<file path="src/rtl/aes_batch_ctrl_if.sv">
// Handshake and core-side bundle for aes_batch_ctrl.
// slave : controller view (consumes ciphertext/results, produces plaintext/start).
// master: surrounding system view (producer, consumer and AES core).
interface aes_batch_ctrl_if #(
    parameter int unsigned DEPTH = 4,
    parameter int unsigned BLK_W = 128
);
    localparam int unsigned CNT_W = $clog2(DEPTH + 1);

    logic             MODE;
    logic             IV_LOAD;
    logic [BLK_W-1:0] IV;
    logic             IN_VALID;
    logic             IN_READY;
    logic [BLK_W-1:0] IN_DATA;
    logic             OUT_VALID;
    logic             OUT_READY;
    logic [BLK_W-1:0] OUT_DATA;
    logic             AES_START;
    logic             AES_DONE;
    logic [BLK_W-1:0] AES_MSG_ENC;
    logic [BLK_W-1:0] AES_MSG_DEC;
    logic             BUSY;
    logic [CNT_W-1:0] IN_COUNT;

    modport slave (
        input  MODE, IV_LOAD, IV, IN_VALID, IN_DATA, OUT_READY, AES_DONE, AES_MSG_DEC,
        output IN_READY, OUT_VALID, OUT_DATA, AES_START, AES_MSG_ENC, BUSY, IN_COUNT
    );

    modport master (
        output MODE, IV_LOAD, IV, IN_VALID, IN_DATA, OUT_READY, AES_DONE, AES_MSG_DEC,
        input  IN_READY, OUT_VALID, OUT_DATA, AES_START, AES_MSG_ENC, BUSY, IN_COUNT
    );
endinterface

</file>
<file path="src/rtl/aes_batch_ctrl.sv">
// Batch controller for an external AES decrypt core with ECB/CBC chaining.
// Ciphertext blocks queue in an input FIFO, are issued one at a time to the
// core, and the (optionally chained) plaintext queues in an output FIFO.
// Ports: CLK, RESET (sync, active-high), bus (aes_batch_ctrl_if.slave) carrying
// input/output streams, IV/mode load, core start/done/data, BUSY and IN_COUNT.
module aes_batch_ctrl #(
    parameter int unsigned DEPTH = 4,
    parameter int unsigned BLK_W = 128
) (
    input  logic              CLK,
    input  logic              RESET,
    aes_batch_ctrl_if.slave   bus
);
    localparam int unsigned PTR_W = $clog2(DEPTH);
    localparam int unsigned CNT_W = $clog2(DEPTH + 1);

    typedef enum logic [1:0] {S_IDLE, S_RUN, S_RELEASE} state_e;

    state_e             state_q, state_d;
    logic               start_q, start_d;
    logic [BLK_W-1:0]   msg_enc_q, msg_enc_d;
    logic [BLK_W-1:0]   chain_q, chain_d;
    logic               mode_q, mode_d;
    logic [PTR_W-1:0]   in_wr_q, in_wr_d, in_rd_q, in_rd_d;
    logic [CNT_W-1:0]   in_cnt_q, in_cnt_d;
    logic [PTR_W-1:0]   out_wr_q, out_wr_d, out_rd_q, out_rd_d;
    logic [CNT_W-1:0]   out_cnt_q, out_cnt_d;
    logic [BLK_W-1:0]   in_mem_q  [DEPTH];
    logic [BLK_W-1:0]   out_mem_q [DEPTH];

    logic               in_push, launch, out_push, out_pop;
    logic [BLK_W-1:0]   result;

    // Next-state, FIFO bookkeeping and chaining.
    always_comb begin
        state_d   = state_q;
        start_d   = start_q;
        msg_enc_d = msg_enc_q;
        chain_d   = chain_q;
        mode_d    = mode_q;
        in_wr_d   = in_wr_q;
        in_rd_d   = in_rd_q;
        in_cnt_d  = in_cnt_q;
        out_wr_d  = out_wr_q;
        out_rd_d  = out_rd_q;
        out_cnt_d = out_cnt_q;
        launch    = 1'b0;
        out_push  = 1'b0;
        in_push   = bus.IN_VALID && (in_cnt_q != CNT_W'(DEPTH));
        out_pop   = (out_cnt_q != CNT_W'(0)) && bus.OUT_READY;
        result    = mode_q ? (bus.AES_MSG_DEC ^ chain_q) : bus.AES_MSG_DEC;

        case (state_q)
            S_IDLE: begin
                // Nothing is in flight here, so the credit is just output occupancy.
                if ((in_cnt_q != CNT_W'(0)) && (out_cnt_q < CNT_W'(DEPTH))) begin
                    launch    = 1'b1;
                    msg_enc_d = in_mem_q[in_rd_q];
                    start_d   = 1'b1;
                    state_d   = S_RUN;
                end
                // Load only with an empty queue; a same-cycle push sees the new IV.
                if (bus.IV_LOAD && (in_cnt_q == CNT_W'(0))) begin
                    chain_d = bus.IV;
                    mode_d  = bus.MODE;
                end
            end
            S_RUN: begin
                if (bus.AES_DONE) begin
                    out_push = 1'b1;
                    start_d  = 1'b0;
                    state_d  = S_RELEASE;
                    if (mode_q) begin
                        chain_d = msg_enc_q;
                    end
                end
            end
            S_RELEASE: begin
                if (!bus.AES_DONE) begin
                    state_d = S_IDLE;
                end
            end
            default: begin
                start_d = 1'b0;
                state_d = S_IDLE;
            end
        endcase

        if (in_push) in_wr_d = in_wr_q + PTR_W'(1);
        if (launch)  in_rd_d = in_rd_q + PTR_W'(1);
        case ({in_push, launch})
            2'b10:   in_cnt_d = in_cnt_q + CNT_W'(1);
            2'b01:   in_cnt_d = in_cnt_q - CNT_W'(1);
            default: ;
        endcase

        if (out_push) out_wr_d = out_wr_q + PTR_W'(1);
        if (out_pop)  out_rd_d = out_rd_q + PTR_W'(1);
        case ({out_push, out_pop})
            2'b10:   out_cnt_d = out_cnt_q + CNT_W'(1);
            2'b01:   out_cnt_d = out_cnt_q - CNT_W'(1);
            default: ;
        endcase
    end

    // Control and datapath registers.
    always_ff @(posedge CLK) begin
        if (RESET) begin
            state_q   <= S_IDLE;
            start_q   <= 1'b0;
            msg_enc_q <= '0;
            chain_q   <= '0;
            mode_q    <= 1'b0;
            in_wr_q   <= '0;
            in_rd_q   <= '0;
            in_cnt_q  <= '0;
            out_wr_q  <= '0;
            out_rd_q  <= '0;
            out_cnt_q <= '0;
        end else begin
            state_q   <= state_d;
            start_q   <= start_d;
            msg_enc_q <= msg_enc_d;
            chain_q   <= chain_d;
            mode_q    <= mode_d;
            in_wr_q   <= in_wr_d;
            in_rd_q   <= in_rd_d;
            in_cnt_q  <= in_cnt_d;
            out_wr_q  <= out_wr_d;
            out_rd_q  <= out_rd_d;
            out_cnt_q <= out_cnt_d;
        end
    end

    // FIFO storage; contents need no reset since occupancy gates every read.
    always_ff @(posedge CLK) begin
        if (!RESET && in_push) begin
            in_mem_q[in_wr_q] <= bus.IN_DATA;
        end
        if (!RESET && out_push) begin
            out_mem_q[out_wr_q] <= result;
        end
    end

    assign bus.IN_READY    = (in_cnt_q != CNT_W'(DEPTH));
    assign bus.OUT_VALID   = (out_cnt_q != CNT_W'(0));
    assign bus.OUT_DATA    = (out_cnt_q != CNT_W'(0)) ? out_mem_q[out_rd_q] : '0;
    assign bus.AES_START   = start_q;
    assign bus.AES_MSG_ENC = msg_enc_q;
    assign bus.IN_COUNT    = in_cnt_q;
    assign bus.BUSY        = (state_q != S_IDLE) || (in_cnt_q != CNT_W'(0)) ||
                             (out_cnt_q != CNT_W'(0));
endmodule
</file>
<file path="src/flat_wrapper.sv">
// flat-port wrapper written by rule: the top's interface ports become plain ports
module aes_batch_ctrl_flat 
#(
    parameter int unsigned DEPTH = 4,
    parameter int unsigned BLK_W = 128
)
  (CLK, RESET, bus_MODE, bus_IV_LOAD, bus_IV, bus_IN_VALID, bus_IN_DATA, bus_OUT_READY, bus_AES_DONE, bus_AES_MSG_DEC, bus_IN_READY, bus_OUT_VALID, bus_OUT_DATA, bus_AES_START, bus_AES_MSG_ENC, bus_BUSY, bus_IN_COUNT);
  aes_batch_ctrl_if #(.DEPTH(DEPTH), .BLK_W(BLK_W)) bus_i ();
  input  logic CLK;
  input  logic RESET;
  input wire logic [$bits(bus_i.MODE)-1:0] bus_MODE;
  input wire logic [$bits(bus_i.IV_LOAD)-1:0] bus_IV_LOAD;
  input wire logic [$bits(bus_i.IV)-1:0] bus_IV;
  input wire logic [$bits(bus_i.IN_VALID)-1:0] bus_IN_VALID;
  input wire logic [$bits(bus_i.IN_DATA)-1:0] bus_IN_DATA;
  input wire logic [$bits(bus_i.OUT_READY)-1:0] bus_OUT_READY;
  input wire logic [$bits(bus_i.AES_DONE)-1:0] bus_AES_DONE;
  input wire logic [$bits(bus_i.AES_MSG_DEC)-1:0] bus_AES_MSG_DEC;
  output wire logic [$bits(bus_i.IN_READY)-1:0] bus_IN_READY;
  output wire logic [$bits(bus_i.OUT_VALID)-1:0] bus_OUT_VALID;
  output wire logic [$bits(bus_i.OUT_DATA)-1:0] bus_OUT_DATA;
  output wire logic [$bits(bus_i.AES_START)-1:0] bus_AES_START;
  output wire logic [$bits(bus_i.AES_MSG_ENC)-1:0] bus_AES_MSG_ENC;
  output wire logic [$bits(bus_i.BUSY)-1:0] bus_BUSY;
  output wire logic [$bits(bus_i.IN_COUNT)-1:0] bus_IN_COUNT;
  assign bus_i.MODE = bus_MODE;
  assign bus_i.IV_LOAD = bus_IV_LOAD;
  assign bus_i.IV = bus_IV;
  assign bus_i.IN_VALID = bus_IN_VALID;
  assign bus_i.IN_DATA = bus_IN_DATA;
  assign bus_i.OUT_READY = bus_OUT_READY;
  assign bus_i.AES_DONE = bus_AES_DONE;
  assign bus_i.AES_MSG_DEC = bus_AES_MSG_DEC;
  assign bus_IN_READY = bus_i.IN_READY;
  assign bus_OUT_VALID = bus_i.OUT_VALID;
  assign bus_OUT_DATA = bus_i.OUT_DATA;
  assign bus_AES_START = bus_i.AES_START;
  assign bus_AES_MSG_ENC = bus_i.AES_MSG_ENC;
  assign bus_BUSY = bus_i.BUSY;
  assign bus_IN_COUNT = bus_i.IN_COUNT;
  aes_batch_ctrl #(.DEPTH(DEPTH), .BLK_W(BLK_W)) u_core (.CLK(CLK), .RESET(RESET), .bus(bus_i));
endmodule
</file>
<file path="config.mk">
export PLATFORM = sky130hd
export DESIGN_NAME = aes_batch_ctrl_flat
export DESIGN_NICKNAME = d
export VERILOG_FILES = /design/src/rtl/aes_batch_ctrl_if.sv /design/src/rtl/aes_batch_ctrl.sv /design/src/flat_wrapper.sv
export SDC_FILE = /design/constraint.sdc
export NUM_CORES = 1
export LEC_CHECK = 0
export BUFFER_PORTS_ARGS = -buffer_cell sky130_fd_sc_hd__buf_4
export CAP_MARGIN = 25
export CORE_MARGIN = 5
export CORE_UTILIZATION = 34
export CTS_BUF_LIST = sky130_fd_sc_hd__clkbuf_4 sky130_fd_sc_hd__clkbuf_8
export CTS_CLUSTER_DIAMETER = 80
export DETAILED_ROUTE_END_ITERATION = 10
export MAX_ROUTING_LAYER = met4
export PLACE_DENSITY = 0.63
export SLEW_MARGIN = 20
export SYNTH_ARGS = -nofsm -noshare
export SYNTH_HDL_FRONTEND = slang
export SYNTH_SLANG_ARGS = --single-unit
</file>
<file path="constraint.sdc">
create_clock -name CLK -period 6.54 [get_ports CLK]
set_input_delay 1.308 -clock CLK [delete_from_list [all_inputs] [get_ports CLK]]
set_output_delay 1.308 -clock CLK [all_outputs]
set_load 0.005 [all_outputs]
</file>
* After elaboration in Yosys (flattened, before gate mapping)
Memory sizes are Yosys's and may differ from the RTL's. A register that Yosys moved wholly into a read port is not among the register bits. Index checks and enable logic that the tools add are counted.
Storage, ports and cells: flip-flop bits (word level) 146, latch bits 0, RAM bits 1024, memory bits (read-only) 0, input port bits 391, output and inout port bits 263, logic and storage cells 82, memories kept 2
Operators by class: add/subtract/negate cells 8, multiply operators 0, div/mod/pow operators 0, order comparisons 1, equal/unequal tests 12, shift operators 0, muxes and demuxes 25, bitwise gates (word level) 2, reductions and logical operators 22
Memory list:
- u_core.in_mem_q | depth 4, width 128, rd ports 1, clocked after Yosys merged registers in 1, write ports 1, RTL line aes_batch_ctrl.sv:28 | logic [BLK_W-1:0] in_mem_q [DEPTH];
- u_core.out_mem_q | depth 4, width 128, rd ports 1, clocked after Yosys merged registers in 1, write ports 1, RTL line aes_batch_ctrl.sv:29 | logic [BLK_W-1:0] out_mem_q [DEPTH];
Operators with widths (number):
- 128-bit two-way mux | 5
- 128-bit one-hot mux with 2 select lines | 1
- 128-bit bitwise XOR | 1
- 3-bit one-hot mux with 2 select lines | 2
- 1-bit two-way mux | 10
- 2-bit two-way mux | 5
- 2-bit by 1-bit adder with 2-bit output, second input constant | 4
- 2-bit nonzero test | 4
- 3-bit by 1-bit adder with 3-bit output, second input constant | 2
- 2-bit by 1-bit equality test with 1-bit output, second input constant | 3
- 2-bit equality test, second input constant | 3
- 1-bit logical AND | 6
- 2-bit by 1-bit inequality test with 1-bit output, second input constant | 3
- 2-bit one-hot mux with 3 select lines | 1
- 3-bit AND reduction | 2
- 3-bit nonzero test | 2
- 3-bit by 1-bit subtractor with 3-bit output, second input constant | 2
- 2-bit inequality test, second input constant | 2
- 2-bit AND reduction | 2
- 4-bit AND reduction | 1
- 3-bit zero test | 1
- 3-bit less-than comparator, second input constant | 1
- 3-bit inequality test, second input constant | 1
- 1-bit one-hot mux with 3 select lines | 1
- other kinds (4) | 5

* Longest topological paths before layout
Gate-level depths: netlist of run 1.
depth in word-level cells 6, mapped depth 9, gate-level depth less buffers 8

* Least setup slack after synthesis of run 1
OpenSTA, ideal clock, no wires.
kind input -> register, start input port RESET, end memory u_core.out_mem_q[0][0] (enable), data arrival time 4.719 ns, required time 6.037 ns, setup slack 1.318 ns, stages on the path 4, cells stage by stage clkbuf_1 > nand2b_1 > nor2_1 > and2_1
Between the ends: word-level cells in the longest chain between the ends 4
Ends and longest elaborated chain:
- start, declared | RTL line flat_wrapper.sv:10 | input logic RESET;
- 1-bit zero test | RTL line aes_batch_ctrl.sv:140 | if (!RESET && out_push) begin
- 1-bit logical AND | RTL line aes_batch_ctrl.sv:140
- 1-bit two-way mux | RTL line aes_batch_ctrl.sv:140
- 1-bit two-way mux (not written as such) | RTL line aes_batch_ctrl.sv:141 | out_mem_q[out_wr_q] <= result;
- end, declared | RTL line aes_batch_ctrl.sv:29
Every way passes these cells.

==> out/summary.txt, run 1 <==
Synth unique cells: 44
# Max-Cap Violations: 0
Avg Cell Area, Syn: 17.2 um2
Syn Inst Count: 3053
Via Count: 30486
Max-slew headroom: 31.5%
WL final: 158 mm
DRC viols: 0
Critical Path AT: 3.42 ns
Clock root cell: clkbuf_8
Post-route design area: 63900 um2
CTS sink cnt: 1300
Worst vdd rail ir drop: 0.000469 V
Status: finished clean
Cts hold-fix bufs: 0
Crit-path max FO: 42
Via-per-instance ratio: 5.09
Commonest non-fill, non-tap cells in the layout: edfxtp_1 (1024), buf_4 (671), dfxtp_1 (271), mux4_2 (256), clkbuf_8 (235)
Lkg Pwr: 21.9 nW
Clk slew on worst S/H paths: 0.06 ns
First-pass GRT wire length: 224 mm
Multi-input logic area: 14600 um2
Initial antenna violation count: 41
EDFF count, synth: 1024
Register area share after synthesis: 69.3%
Async set or reset register ratio after synthesis: 0%
CP max stage delay: 0.95 ns
Endpoints failing setup: 0
Most common cell after layout, fill and taps aside: edfxtp_1
Setup crit start kind: flip-flop
Critical-path cell list: buf_4 > mux4_2 > and2_1 > buf_4
Placed cell count: 5541
Area Overhead vs Synth: 21.9%
WHS Path Cells: 2
CTS max path bufs: 3
Final nets: 4117
Tcrit/Tclk final: 72.3%
FF/Latch Area: 36300 um2
Die height: 402 um
Total track usage: 19.5%
PostCTS Resize Cnt: 0
Psw: 8.79 mW
Initial Util: 34.1%
RSZ-0062 raised after global routing: no
PwrDens: 417 nW/um2
Hold Crit Class: reg -> reg
Drt pass-1 iters: 7
Syn_nets: 3456
Switch share: 33.0%
Fillers: 13928
Slowest CP cell: dfxtp_4
RD Place Congestion: 0.864
Clk pwr share: 29.7%
Top cells by area, synth: edfxtp_1 (59%), mux4_2 (11%), dfxtp_1 (11%)
Core footprint: 154000 um2
Seq cells post-synth: 1300
Final core occ: 41.6%
Die area: 162000 um2
Power Internal: 17.8 mW
CTS H-tree depth: 4
Setup Fix Bufs, Post-CTS: 0
Reg2reg path depth: 4
Fin crit period: 4.73 ns
Chip width: 402 um
Flop pwr share: 41.9%
Total power: 26.6 mW
IO Pins: 654
Setup WS post-layout: 1.81 ns
Largest net degree at the start of global routing: 149
1st-iter DRT viols: 2565
Fmax: 212 MHz
Wire per inst: 26.4 um
Final Slew Violations: 0
Worst setup EP type: primary output
Crit path required time: 5.23 ns
Post-place setup slack: 2.36 ns
CP dominant cell by count: buf_4
Clock Latency Late Sink: 0.93 ns
CTS tree: yes
CTS Buf Count: 215
Final cell count without fillers: 5989
Yosys warns: 0
Top cell type's share of synthesized area: 58.7%
CP Class: reg -> out
Synthesized cell area: 52400 um2
TNS Setup: 0 ns
HPWL Detailed: 105 mm
Combinational power share: 28.4%
Worst-margin pin slew: 1.03 ns
Port bufs: 653
Final clock skew: 0.0488 ns
Area post-placement: 58900 um2
Layout cells sized above 1: 37.5%
Vias in the first global route: 30912
Top_reg_cell synth: edfxtp_1
Largest area contributor in the netlist: edfxtp_1
Hold slack: 0.474 ns
Fin. Hold Viols: 0
Total grt overflow: 0
FP Rows: 144
Antenna Violating Nets Remaining: 0
cell usage after synthesis (2+ instances only):
cell and count:
a211oi_1 136, a211oi_2 120, a21oi_1 138, and2_1 136, buf_1 5, buf_12 11
buf_2 90, buf_4 10, buf_6 16, buf_8 10, clkbuf_1 96, clkbuf_4 8
dfxtp_1 276, edfxtp_1 1024, fa_1 2, ha_1 10, inv_1 12, mux2i_1 130
mux4_2 256, nand2_1 131, nand2b_1 3, nand3_1 131, nor2_1 12, o21ai_0 114
o21ai_1 20, or3_1 5, xnor2_1 130, xor2_1 5
registers in the layout, summed over array words and instances, names as in the netlist, 3 cells and up, named ones only:
| register | flops |
|---|---|
| u_core.out_cnt_q | 3 |
| u_core.bus.AES_MSG_ENC | 128 |
| u_core.chain_q | 128 |
| u_core.in_mem_q | 512 |
| u_core.bus.IN_COUNT | 3 |
| u_core.out_mem_q | 512 |
worst paths after layout:
path | startpoint | slack [ns] | endpoint
worst max-delay path | flip-flop | 1.81 | bus_OUT_DATA[115]
worst min-delay path | u_core.bus.AES_START$_SDFFE_PP0P_ | 0.47 | u_core.bus.AES_START$_SDFFE_PP0P_
worst max register to register | u_core.state_q[0]$_SDFFE_PP0P_ | 2.84 | u_core.out_mem_q[3][127]$_DFFE_PP_
worst min register to register | u_core.bus.AES_START$_SDFFE_PP0P_ | 0.47 | u_core.bus.AES_START$_SDFFE_PP0P_
power groups by stage:
stage | Sequential, mW | Combinational [mW] | Clock (mW)
after global routing | 11.2 | 8.13 | 8.51
after floorplan | 10.6 | 5.09 | 0
after detailed placement | 11.3 | 7.65 | 0
after CTS | 11.1 | 7.67 | 8.11
after global placement | 11.3 | 7.57 | 0
final | 11.1 | 7.56 | 7.91
logic make-up after synthesis:
| family | Yosys count | share of synthesized area [%] |
|---|---|---|
| simple gates | 428 | 4.19 |
| buf+inv | 258 | 2.98 |
| xor+xnor | 135 | 2.26 |
| compound gates | 534 | 7.51 |
| mux | 386 | 13.5 |
| fa+ha+maj | 12 | 0.315 |
| flops | 1300 | 69.3 |
metal layers:
layer	global-route usage, %	part of all wire [%]	wire length (um)	vias to the layer above
li1	-	-	-	13442
met1	25.9	43	67500	15714
met2	28.8	47	73900	1063
met3	4.49	6.7	10700	267
met4	8.77	3.9	6180	0
met5	-	0	0	-
cell type report:
type,instances,area share [%]
Antenna cell,37,0.145
Clock buffer,304,5.87
Clock inverter,107,1.74
Inverter,12,0.0705
Multi-Input combinational cell,1495,22.9
Sequential cell,1300,56.8
Tap cell,2044,4.00
Timing Repair Buffer,690,8.49
worst max-delay path: cells and delay by family (launching register included):
| family | cells | cell delay, ns |
|---|---|---|
| flops | 1 | 0.95 |
| buf+inv | 2 | 0.73 |
| mux | 1 | 0.58 |
| simple gates | 1 | 0.21 |
No activity file was read; power rests on OpenSTA's default activity.
==> run 2: changes to the inputs <==
==> constraint.sdc (replaced) <==
create_clock -name CLK -period 4.6 [get_ports CLK]
set_input_delay 0.92 -clock CLK [delete_from_list [all_inputs] [get_ports CLK]]
set_output_delay 0.92 -clock CLK [all_outputs]
set_load 0.005 [all_outputs]
==> out/summary.txt, run 2 (synthesized netlist as in run 1, its figures left out) <==
Max-slew headroom: 29.2%
Crit-path max FO: 72
Hold Crit Class: in -> reg
Vias in the first global route: 30711
Fin crit period: 3.86 ns
Setup Fix Bufs, Post-CTS: 0
Fmax: 259 MHz
PwrDens: 583 nW/um2
Die height: 402 um
1st-iter DRT viols: 2958
CTS Buf Count: 210
RSZ-0062 raised after global routing: no
Final clock skew: 0.0400 ns
Setup WS post-layout: 0.738 ns
Worst-margin pin slew: 1.06 ns
Largest net degree at the start of global routing: 153
TNS Setup: 0 ns
# Max-Cap Violations: 0
CTS sink cnt: 1300
Antenna Violating Nets Remaining: 0
Crit path required time: 3.68 ns
Via-per-instance ratio: 5.12
Clk slew on worst S/H paths: 0.06 ns
Lkg Pwr: 22.0 nW
CTS max path bufs: 3
Core footprint: 154000 um2
Fillers: 13869
HPWL Detailed: 106 mm
Clock root cell: clkbuf_8
Final nets: 4138
Fin. Hold Viols: 0
Drt pass-1 iters: 8
Worst setup EP type: primary output
Clock Latency Late Sink: 0.94 ns
DRC viols: 0
Initial Util: 34.1%
IO Pins: 654
Final Slew Violations: 0
Port bufs: 653
First-pass GRT wire length: 223 mm
Area Overhead vs Synth: 21.9%
Post-place setup slack: 1.42 ns
Tcrit/Tclk final: 84.0%
Critical Path AT: 2.94 ns
FP Rows: 144
CTS H-tree depth: 4
Status: finished clean
Final core occ: 41.5%
Top flop regs: u_core.in_mem_q x512, u_core.out_mem_q x512
Most common cell after layout, fill and taps aside: edfxtp_1
WL final: 158 mm
CTS tree: yes
Endpoints failing setup: 0
Cts hold-fix bufs: 0
Commonest non-fill, non-tap cells in the layout: edfxtp_1 (1024), buf_4 (688), dfxtp_1 (271), mux4_2 (256), clkbuf_8 (238)
Die area: 162000 um2
Via Count: 30626
Wire per inst: 26.4 um
Total track usage: 19.4%
RD Place Congestion: 0.869
PostCTS Resize Cnt: 0
Initial antenna violation count: 21
Layout cells sized above 1: 37.7%
Chip width: 402 um
Setup crit start kind: flip-flop
Worst vdd rail ir drop: 0.000723 V
CP Class: reg -> out
Total grt overflow: 0
run 2: cell count changes in the layout (fill, tap and decap cells not counted), sizes merged:
cell,change
buf,+26
bufinv,-12
clkbuf,+8
clkinv,-13
clkinvlp,-2
diode,-20
inv,+5
run 2: worst max-delay path: stages, from the launching register on:
cell	delay, ns
dfxtp_1	0.39
or3_4	0.72
or4_1	0.72
buf_4	0.19
run 2: layout make-up:
cell class / count / area, um2 / share of cell area, %
Multi-Input combinational cell: 1495 / 14600 / 22.9
Antenna cell: 17 / 42.5 / 0.0666
Tap cell: 2044 / 2560 / 4.01
Sequential cell: 1300 / 36300 / 56.8
Clock buffer: 312 / 3830 / 6.00
Clock inverter: 85 / 742 / 1.16
Inverter: 12 / 45.0 / 0.0706
Timing Repair Buffer: 716 / 5740 / 8.98
run 2: power by group:
| part | switching (mW) | internal [mW] | total (mW) |
|---|---|---|---|
| Sequential | 1.48 | 14.2 | 15.7 |
| Clock | 4.77 | 5.86 | 10.6 |
| Combinational | 6.16 | 4.77 | 10.9 |
run 2: stage by stage:
step           std cells  power, mW  hold WS [ns]  instance area (um2)
2_1_floorplan       3053       22.3         0.453                52400
3_3_place_gp        5565       26.8         0.482                59200
3_5_place_dp        5565       26.9         0.494                59200
4_1_cts             5962       37.6        0.0342                63700
5_1_grt             5980       39.0        0.0726                63800
6_report            5981       37.2         0.182                63800
run 2: path summary, 6_finish.rpt:
| kind | startpoint | slack, ns | endpoint | cells after the start |
|---|---|---|---|---|
| worst max-delay path | u_core.out_cnt_q[2]$_SDFFE_PP0P_ | 0.74 | bus_BUSY | 3 |
| worst max register to register | u_core.state_q[1]$_SDFFE_PP0P_ | 1.57 | u_core.chain_q[44]$_SDFFE_PP0P_ | 4 |
| worst min-delay path | bus_IN_DATA[92] | 0.18 | u_core.in_mem_q[1][92]$_DFFE_PP_ | 1 |
| worst min register to register | u_core.bus.AES_MSG_ENC[71]$_SDFFE_PP0N_ | 0.50 | u_core.bus.AES_MSG_ENC[71]$_SDFFE_PP0N_ | 2 |
run 2: per-layer routing:
metal | global-route usage [%] | up-vias | routed length (um)
met4 | 6.18 | 0 | 4280
met1 | 26.6 | 15765 | 68700
met2 | 29.2 | 1186 | 74000
met5 | - | - | 0
li1 | - | 13460 | -
met3 | 3.89 | 215 | 10700
